--- src/rtl/mips_pkg.sv ---
// Shared types and constants for the MIPS datapath blocks.
// Operation codes match the encoding used on the op input of hilo_muldiv.
package mips_pkg;

  localparam int WORD_W = 32;

  typedef enum logic [1:0] {
    MULT  = 2'd0,
    MULTU = 2'd1,
    DIV   = 2'd2,
    DIVU  = 2'd3
  } muldiv_op_t;

  typedef enum logic [1:0] {
    IDLE = 2'd0,
    RUN  = 2'd1,
    FIX  = 2'd2
  } muldiv_state_t;

endpackage

--- src/rtl/muldiv_step.sv ---
// One radix-2 iteration: shift-add multiply or restoring shift-subtract divide.
// The accumulator packs {upper, lower}: product halves, or {remainder, quotient}.
module muldiv_step #(
  parameter int WIDTH = 32
) (
  input  logic               div_mode,
  input  logic [2*WIDTH-1:0] acc_in,
  input  logic [WIDTH-1:0]   operand,
  output logic [2*WIDTH-1:0] acc_out
);

  logic [WIDTH:0]   mul_sum;
  logic [WIDTH:0]   div_rem;
  logic [WIDTH-1:0] div_diff;
  logic             div_ge;

  always_comb begin
    mul_sum  = {1'b0, acc_in[2*WIDTH-1:WIDTH]}
             + {1'b0, (acc_in[0] ? operand : {WIDTH{1'b0}})};
    div_rem  = {acc_in[2*WIDTH-1:WIDTH], acc_in[WIDTH-1]};
    div_ge   = (div_rem >= {1'b0, operand});
    // Partial remainder stays below 2*divisor, so the difference fits in WIDTH bits.
    div_diff = div_rem[WIDTH-1:0] - operand;
    if (div_mode) begin
      if (div_ge) begin
        acc_out = {div_diff, acc_in[WIDTH-2:0], 1'b1};
      end else begin
        acc_out = {div_rem[WIDTH-1:0], acc_in[WIDTH-2:0], 1'b0};
      end
    end else begin
      acc_out = {mul_sum, acc_in[WIDTH-1:1]};
    end
  end

endmodule

--- src/rtl/hilo_muldiv.sv ---
// Iterative multiply/divide unit with HI/LO registers and fixed 33-edge latency.
// Signed ops run on magnitudes; the FIX state restores signs and writes HI/LO.
module hilo_muldiv
  import mips_pkg::*;
#(
  parameter int WIDTH = WORD_W,
  parameter int CNT_W = 6
) (
  input  logic             clk,
  input  logic             reset,
  input  logic             start,
  input  logic [1:0]       op,
  input  logic [WIDTH-1:0] operand_a,
  input  logic [WIDTH-1:0] operand_b,
  input  logic             mthi,
  input  logic             mtlo,
  output logic             busy,
  output logic             done,
  output logic [WIDTH-1:0] hi,
  output logic [WIDTH-1:0] lo
);

  muldiv_state_t      state_q, state_d;
  logic [CNT_W-1:0]   cnt_q, cnt_d;
  logic               div_q, div_d;
  logic               sign_quo_q, sign_quo_d;
  logic               sign_rem_q, sign_rem_d;
  logic               zero_q, zero_d;
  logic [WIDTH-1:0]   raw_a_q, raw_a_d;
  logic [WIDTH-1:0]   opnd_q, opnd_d;
  logic [2*WIDTH-1:0] acc_q, acc_d;
  logic [WIDTH-1:0]   hi_q, hi_d;
  logic [WIDTH-1:0]   lo_q, lo_d;
  logic               done_q, done_d;

  logic               is_signed;
  logic [WIDTH-1:0]   abs_a;
  logic [WIDTH-1:0]   abs_b;
  logic [2*WIDTH-1:0] step_acc;
  logic [WIDTH-1:0]   quo;
  logic [WIDTH-1:0]   rem;

  muldiv_step #(.WIDTH(WIDTH)) u_step (
    .div_mode (div_q),
    .acc_in   (acc_q),
    .operand  (opnd_q),
    .acc_out  (step_acc)
  );

  always_comb begin
    state_d    = state_q;
    cnt_d      = cnt_q;
    div_d      = div_q;
    sign_quo_d = sign_quo_q;
    sign_rem_d = sign_rem_q;
    zero_d     = zero_q;
    raw_a_d    = raw_a_q;
    opnd_d     = opnd_q;
    acc_d      = acc_q;
    hi_d       = hi_q;
    lo_d       = lo_q;
    done_d     = 1'b0;

    // The most negative value maps to itself, which is the right unsigned magnitude.
    is_signed = ~op[0];
    abs_a     = (is_signed && operand_a[WIDTH-1]) ? -operand_a : operand_a;
    abs_b     = (is_signed && operand_b[WIDTH-1]) ? -operand_b : operand_b;
    quo       = acc_q[WIDTH-1:0];
    rem       = acc_q[2*WIDTH-1:WIDTH];

    unique case (state_q)
      IDLE: begin
        if (start) begin
          state_d    = RUN;
          cnt_d      = '0;
          div_d      = op[1];
          sign_quo_d = is_signed & (operand_a[WIDTH-1] ^ operand_b[WIDTH-1]);
          sign_rem_d = is_signed & operand_a[WIDTH-1];
          zero_d     = (operand_b == '0);
          raw_a_d    = operand_a;
          opnd_d     = abs_b;
          acc_d      = {{WIDTH{1'b0}}, abs_a};
        end else begin
          if (mthi) hi_d = operand_a;
          if (mtlo) lo_d = operand_a;
        end
      end
      RUN: begin
        acc_d = step_acc;
        cnt_d = cnt_q + CNT_W'(1);
        if (cnt_q == CNT_W'(WIDTH - 1)) state_d = FIX;
      end
      FIX: begin
        state_d = IDLE;
        done_d  = 1'b1;
        if (!div_q) begin
          {hi_d, lo_d} = sign_quo_q ? -acc_q : acc_q;
        end else if (zero_q) begin
          hi_d = raw_a_q;
          lo_d = '1;
        end else begin
          lo_d = sign_quo_q ? -quo : quo;
          hi_d = sign_rem_q ? -rem : rem;
        end
      end
      default: state_d = IDLE;
    endcase
  end

  always_ff @(posedge clk or posedge reset) begin
    if (reset) begin
      state_q    <= IDLE;
      cnt_q      <= '0;
      div_q      <= 1'b0;
      sign_quo_q <= 1'b0;
      sign_rem_q <= 1'b0;
      zero_q     <= 1'b0;
      raw_a_q    <= '0;
      opnd_q     <= '0;
      acc_q      <= '0;
      hi_q       <= '0;
      lo_q       <= '0;
      done_q     <= 1'b0;
    end else begin
      state_q    <= state_d;
      cnt_q      <= cnt_d;
      div_q      <= div_d;
      sign_quo_q <= sign_quo_d;
      sign_rem_q <= sign_rem_d;
      zero_q     <= zero_d;
      raw_a_q    <= raw_a_d;
      opnd_q     <= opnd_d;
      acc_q      <= acc_d;
      hi_q       <= hi_d;
      lo_q       <= lo_d;
      done_q     <= done_d;
    end
  end

  assign busy = (state_q != IDLE);
  assign done = done_q;
  assign hi   = hi_q;
  assign lo   = lo_q;

endmodule

--- config.mk ---
export PLATFORM = sky130hd
export DESIGN_NAME = hilo_muldiv
export DESIGN_NICKNAME = d
export VERILOG_FILES = /design/src/rtl/mips_pkg.sv /design/src/rtl/muldiv_step.sv /design/src/rtl/hilo_muldiv.sv
export SDC_FILE = /design/constraint.sdc
export NUM_CORES = 1
export LEC_CHECK = 0
export BUFFER_PORTS_ARGS = -buffer_cell sky130_fd_sc_hd__buf_2
export CORE_ASPECT_RATIO = 1.75
export CORE_MARGIN = 8
export CORE_UTILIZATION = 66
export CTS_BUF_LIST = sky130_fd_sc_hd__clkbuf_16
export CTS_CLUSTER_SIZE = 24
export DETAILED_ROUTE_END_ITERATION = 12
export PLACE_DENSITY = 0.95
export SLEW_MARGIN = 20
export SYNTH_ARGS = -nofsm -noshare
export SYNTH_HDL_FRONTEND = slang
export SYNTH_SLANG_ARGS = --single-unit
--- constraint.sdc ---
create_clock -name clk -period 10.6 [get_ports clk]
set_input_delay 2.12 -clock clk [delete_from_list [all_inputs] [get_ports clk]]
set_output_delay 2.12 -clock clk [all_outputs]
set_load 0.005 [all_outputs]
==> impl_results.md, run 1 <==
* Least-Margin Pin Slew at 1.11 ns
* Fmax at 0.222 GHz
* Ys async rst share at 100%
* Synth Register Bits at 205
* Hold WC Path Type: reg -> reg
* Number of flops mapped to enable cells by yosys at 0
* Int Pwr at 0.00273 W
* Slowest-stage cell, CP: nor4_1
* Clock buffer depth at 3
* DIE AREA at 30100 um^2
* Synth area leaders: dfrtp_1 32%, nand2_1 7.4%, o21ai_0 6.8%
* Most frequent cells after synthesis: 319 x nand2_1, 219 x o21ai_0, 205 x dfrtp_1
* DIE HEIGHT at 223 um
* Unrepaired setup endpoints after global routing: false
* GPL Wtd Cong at 1.01
* Post-CTS Setup Bufs at 0
* Routed via count at 16818
* DR WL/cell at 24.4 um
* CP Buf/Inv Count at 2
* Top_reg_cell synth: dfrtp_1
* Sequential Power Share at 28.4%
* Clock power share at 13.8%
* Syn Inst Count at 2095
* Detailed placer's ending HPWL at 43000 um
* Unique masters post-synth at 73
* Maximum fanout along the worst path at 4
* Sw Ratio at 49.3%
* Vias in the first global route at 16881
* Row Count at 76
* Average size of a mapped cell at 7.74 um^2
* Die width at 135 um
* Post_cts resized at 0
* Clock-pin transition on the worst setup and hold timing paths at 0.07 ns
* Critical Path AT at 4.90 ns
* Antenna Nets Post-Route at 0
* DP Area at 17000 um^2
* Worst-skew pair later-pin latency at 0.55 ns
* Top-area cell type share of the netlist area at 31.6%
* Average via count per standard cell at 6.84
* Port Buffers at 136
* Sw power at 0.00266 W
* Drt drc at 0
* Seq/Total Area, Yosys at 31.6%
* Area delta synth->final at 8.51%
* Total grt overflow at 0
* Clk sink count at 205
* DRT Pass-1 Iters at 6
* Largest net degree at the start of global routing at 84
* Worst Clk Skew at 0.0347 ns
* NumNets Final at 2272
* Routed wire length at 60000 um
* Synth Warn # at 0
* Core area at 24400 um^2
* Outcome: completed
* # IOs at 137
* Max-cap violations at 0
* Worst Setup End Kind: flip-flop
* Sum Neg Setup Slack at 0 ns
* Total GRT Usage at 39.4%
* Final-report max-slew violation count at 0
* Starting Density at 66.4%
* Fin util at 72.0%
* Combinational share of power at 57.7%
* Path type of the worst setup path: in -> reg
* Cts bufs inserted at 21
* CTS tree: done
* Most used cell, CP: nand2_1
* Initial antenna violation count at 2
* Post-CTS Hold Fix Bufs at 0
* H-tree Lvls at 1
* Root buffer cell: clkbuf_16
* Final setup violation count at 0
* Syn_nets at 2237
* Cell taking the most area after synthesis: dfrtp_1
* Max incr delay on CP at 0.59 ns
* CP startpoint kind: input pin
* Leak Pwr at 7.58 nW
* PwrDens at 306 nW/um^2
* Layout cells sized above 1 at 10.2%
* Worst relative slew slack at 25.3%
* Final hold vios at 0
* Most frequent cell after synthesis: nand2_1
* Tmin final at 4.51 ns
* Required @ worst endpoint at 10.99 ns
* Peak supply drop at 0.211 mV
* Post-Syn Area at 16200 um^2
* Iteration-0 DRC count of the detailed router at 1743
* First-pass GRT wire length at 92700 um
* Post-route cell area at 17600 um^2
* Family with the most delay on the worst path: simple AND/OR/NAND/NOR gates
* Crit path cell chain: buf_2 > inv_1 > ha_1 > nand2_1 > nor3_1 > nand2_1 > nor4_1 > nand2_1 > or3_1 > o31ai_1 > xor2_1 > o21ai_1
* Fin crit share at 42.6%
## path summary, 6_finish.rpt
path | start | end | slack, ns | depth (start not counted)
setup / recovery | operand_b[0] | opnd_q[30] | 6.09 | 12
hold / removal | zero_q | zero_q | 0.47 | 2
setup reg to reg | acc_q[6] | hi[17] | 6.17 | 9
hold reg to reg | zero_q | zero_q | 0.47 | 2
max in group asynchronous | reset | sign_quo_q | 6.78 | 4
min in group asynchronous | reset | lo[14] | 1.61 | 2
## cell type report
cell class / instances / area (um^2)
Inverter: 64 / 248
Fill cell: 1946 / 6830
Tap cell: 312 / 390
Sequential cell: 205 / 5130
Clock inverter: 15 / 123
Timing Repair Buffer: 157 / 838
Antenna cell: 2 / 5.00
Clock buffer: 21 / 526
Multi-Input combinational cell: 1681 / 10300
## registers in the layout (all words and copies together) (netlist names)
name and flops:
acc_q 64, hi 32, lo 32, opnd_q 32
raw_a_q 32, cnt_q 6, state_q 2, div_q 1
done 1, sign_quo_q 1, sign_rem_q 1, zero_q 1
## layout by cell type (no fill, tap or decap), types with 6 or more instances in the layout
cell type  Yosys  final
o21a_1         8      8
dfrtp_1      205    203
nor2b_1       18     17
a21oi_1      153    152
mux2i_1       48     48
clkbuf_16      0     21
o211ai_1      48     48
o21ai_0      219    219
nor3_1        36     36
ha_1          69     69
or3_1         30     30
a221oi_1       8      8
o21ai_1       46     46
nor4_1        10     10
buf_4          1     21
buf_2          4    136
nand4_1       13     13
a211oi_1      19     19
xor2_1        75     75
or4_1         14     14
nand2b_1      23     22
nand2_1      319    318
a31oi_1       11     11
xnor2_1       99     99
o41ai_1       13     13
or2_2          7      7
and3_1        12     12
o31ai_1       28     28
a21o_1        28     28
o22ai_1       45     45
and2_1         7      6
inv_1         64     65
nor2_1       141    141
nand3_1       45     45
a22oi_1       17     17
## worst reg2reg max path: cells and delay by family, from the launching register on
kind	cells	cell delay, ns
XOR/XNOR	1	0.11
AO/OA/AOI/OAI	3	1.38
flip-flops	1	0.51
AND/OR/NAND/NOR	5	2.31
## per-layer routing
metal,up-vias,track usage (%),share of wire [%]
met5,-,0,0.027
met4,2,37.9,10
met3,332,7.79,8.6
met2,1051,65.9,48
met1,7870,40.0,33
li1,7563,-,-
## power by group through the flow
stage                     clock network, W  registers [W]  logic [W]
after global routing              0.000770        0.00156    0.00341
final                             0.000746        0.00153    0.00311
after CTS                         0.000743        0.00151    0.00305
after detailed placement                 0        0.00152    0.00301
after floorplan                          0        0.00128    0.00238
after global placement                   0        0.00150    0.00294
## metrics by stage
stage	cells	hold slack (ns)	setup slack [ns]	total power, W
global route	2455	0.511	5.82	0.00574
floorplan	2095	0.436	2.88	0.00365
detailed placement	2419	0.463	5.50	0.00453
CTS	2455	0.476	6.05	0.00530
global placement	2419	0.450	5.64	0.00444
finish	2457	0.470	6.09	0.00539
## cell families (layout without fill, tap and decap cells)
logic type               after synthesis  in the layout  share of synthesized area, %
AO/OA/AOI/OAI                        690            690                          25.7
XOR/XNOR                             174            174                          9.39
adder cells (fa/ha/maj)               71             71                          5.57
buffers and inverters                209            257                          4.89
flip-flops                           205            205                          31.6
multiplexers                          50             50                          3.10
other                                  0              2                             0
AND/OR/NAND/NOR                      696            696                          19.7
Power figures use the tool's default switching activity.
==> inputs of run 2 (changes only) <==
- ABC_AREA: default -> 1
- CORE_UTILIZATION: 66 -> 57
- PLACE_DENSITY: 0.95 -> 0.89
- clock period: 10.6 -> 3.8 ns (I/O delays scaled with it)
==> impl_results.md, run 2 <==
* Largest family of logic cells by synthesized area: simple AND/OR/NAND/NOR gates
* Worst Clk Skew at 0.0317 ns
* Total grt overflow at 0
* GPL Wtd Cong at 1.10
* Combinational share of power at 67.9%
* Reg2reg setup slack at 0.46 ns
* Clk sink count at 205
* Hold WC Path Type: in -> async
* Cts bufs inserted at 22
* Total GRT Usage at 42.8%
* DP Worst Slack at 0.683 ns
* Worst-skew pair later-pin latency at 0.56 ns
* Syn Inst Count at 3292
* Int Pwr at 0.00939 W
* Leak Pwr at 11.2 nW
* Largest net degree at the start of global routing at 111
* Routed wire length at 87400 um
* Tmin final at 3.34 ns
* Synth Warn # at 0
* Clock-pin transition on the worst setup and hold timing paths at 0.08 ns
* Sw power at 0.0128 W
* XOR/XNOR Fraction of Synth Area at 2.04%
* Routed via count at 23190
* Iteration-0 DRC count of the detailed router at 2441
* Maximum fanout along the worst path at 10
* Synth area leaders: dfrtp_1 27%, nand2_1 20%, nand3_1 8.5%
* Syn_nets at 3434
* Worst Setup End Kind: flip-flop
* Vias in the first global route at 22211
* Top_reg_cell synth: dfrtp_1
* Most frequent cells in the layout: 1016 x nand2_1, 405 x inv_1, 377 x nor2_1
* Layout cells sized above 1 at 8.68%
* Final hold vios at 0
* Post_cts resized at 0
* Post-CTS Hold Fix Bufs at 0
* Seq/Total Area, Yosys at 26.5%
* Post-Syn Area at 19300 um^2
* Ys async rst share at 100%
* Largest Register: acc_q
* Final setup violation count at 0
* Average via count per standard cell at 6.03
* Unrepaired setup endpoints after global routing: false
* Initial antenna violation count at 7
* CP startpoint kind: flip-flop
* Number of flops mapped to enable cells by yosys at 0
* Core area at 33600 um^2
* DRT Pass-1 Iters at 7
* DR WL/cell at 22.7 um
* Average size of a mapped cell at 5.87 um^2
* Detailed placer's ending HPWL at 65900 um
* H-tree Lvls at 1
* Clock buffer depth at 3
* Max FFs per register at 64
* Cell taking the most area after synthesis: dfrtp_1
* DIE AREA at 40300 um^2
* CTS tree: done
* Drt drc at 0
* Path type of the worst setup path: reg -> reg
* Peak supply drop at 0.694 mV
* CP Buf/Inv Count at 5
* Required @ worst endpoint at 4.31 ns
* Most frequent cell after synthesis: nand2_1
* Synth Area in Adders at 4.67%
* Max-cap violations at 0
* Critical Path AT at 3.84 ns
* Port Buffers at 136
* Outcome: completed
* Max incr delay on CP at 0.73 ns
* Top-area cell type share of the netlist area at 26.5%
* Slowest-stage cell, CP: dfrtp_1
* DIE HEIGHT at 260 um
* Simple-Gate Fraction of Synth Area at 39.9%
* Least-Margin Pin Slew at 1.08 ns
* NumNets Final at 3513
* Fmax at 0.300 GHz
* Setup WS post-layout at 0.465 ns
* Leading cell type in the layout, fill and taps excluded: nand2_1
* Unique masters post-synth at 51
* First-pass GRT wire length at 129000 um
* Area delta synth->final at 9.78%
* Mux contribution to synthesized area at 0%
* Most frequent cells after synthesis: 1016 x nand2_1, 405 x inv_1, 382 x nor2_1
* PwrDens at 1050 nW/um^2
* Sequential Power Share at 21.4%
* Synth Register Bits at 205
* Most used cell, CP: nand2_1
* Family with the most delay on the worst path: simple AND/OR/NAND/NOR gates
* Post-synthesis compound-gate area fraction at 15.6%
* Antenna Nets Post-Route at 0
* Crit path cell chain: nand2_1 > inv_1 > ha_1 > inv_1 > fa_1 > inv_1 > nand2_1 > inv_1 > a21oi_1 > o21ai_0 > nand2_1 > nand3_1 > nand2_1 > nand3_1 > nand2_1 > inv_1 > nand2_1 > nand2_1
* Starting Density at 57.5%
* Die width at 155 um
* # IOs at 137
* DP Area at 20400 um^2
* Row Count at 89
* Clock power share at 10.7%
* Sum Neg Setup Slack at 0 ns
* Worst relative slew slack at 28.0%
* Post-CTS Setup Bufs at 0
* Post-route cell area at 21200 um^2
* Fin crit share at 87.8%
* Root buffer cell: clkbuf_16
* Final-report max-slew violation count at 0
* Sw Ratio at 57.8%
-- run 2: cell types whose count changed after synthesis, sizes merged, moves of 60 or more --
cell   previous run  this run
inv              64       412
nand3            45       333
xnor2            99         3
a21oi           153       213
nor2            143       400
nand2           319      1030
-- run 2: layout make-up --
class | count | area, um^2
Multi-Input combinational cell | 2537 | 12100
Tap cell | 455 | 569
Sequential cell | 205 | 5130
Timing Repair Buffer | 190 | 1110
Antenna cell | 2 | 5.00
Clock inverter | 17 | 189
Clock buffer | 23 | 576
Fill cell | 3442 | 12400
Inverter | 415 | 1560
-- run 2: layer usage --
layer / track usage [%] / wire, um / vias up
met2: 72.9 / 41600 / 1481
met4: 45.4 / 10700 / 10
met3: 10.6 / 8640 / 532
li1: - / - / 10758
met5: 0.626 / 60 / -
met1: 40.1 / 26300 / 10409
-- run 2: cell families after synthesis --
kind of cell    count (synthesis)
compound gates                572
xor+xnor                       45
fa+ha+maj                      71
buf+inv                       550
flops                         205
simple gates                 1849
-- run 2: final timing paths --
| path | startpoint | endpoint | depth (start not counted) |
|---|---|---|---|
| hold / removal | reset | acc_q[28] | 2 |
| min in group clk | operand_b[31] | opnd_q[31] | 3 |
| max in group asynchronous | reset | div_q | 3 |
| hold reg to reg | lo[10] | lo[10] | 2 |
| setup / recovery | acc_q[0] | acc_q[63] | 18 |
| setup reg to reg | acc_q[0] | acc_q[63] | 18 |
-- run 2: metrics by stage --
step / std cells / utilization (%) / hold WS, ns / total power, W
6_report: 3844 / 63.1 / 0.262 / 0.0222
5_1_grt: 3843 / 63.1 / 0.305 / 0.0239
4_1_cts: 3842 / 63.1 / 0.262 / 0.0214
3_5_place_dp: 3802 / 60.8 / 0.459 / 0.0190
3_3_place_gp: 3802 / 60.8 / 0.458 / 0.0188
2_1_floorplan: 3292 / - / 0.448 / 0.0143
-- run 2: power by group through the flow --
| stage | sequential (W) | clock [W] | combinational, W |
|---|---|---|---|
| 6_report | 0.00476 | 0.00238 | 0.0151 |
| 5_1_grt | 0.00484 | 0.00245 | 0.0166 |
| 4_1_cts | 0.00464 | 0.00236 | 0.0144 |
| 3_5_place_dp | 0.00467 | 0 | 0.0143 |
| 3_3_place_gp | 0.00464 | 0 | 0.0142 |
| 2_1_floorplan | 0.00406 | 0 | 0.0103 |
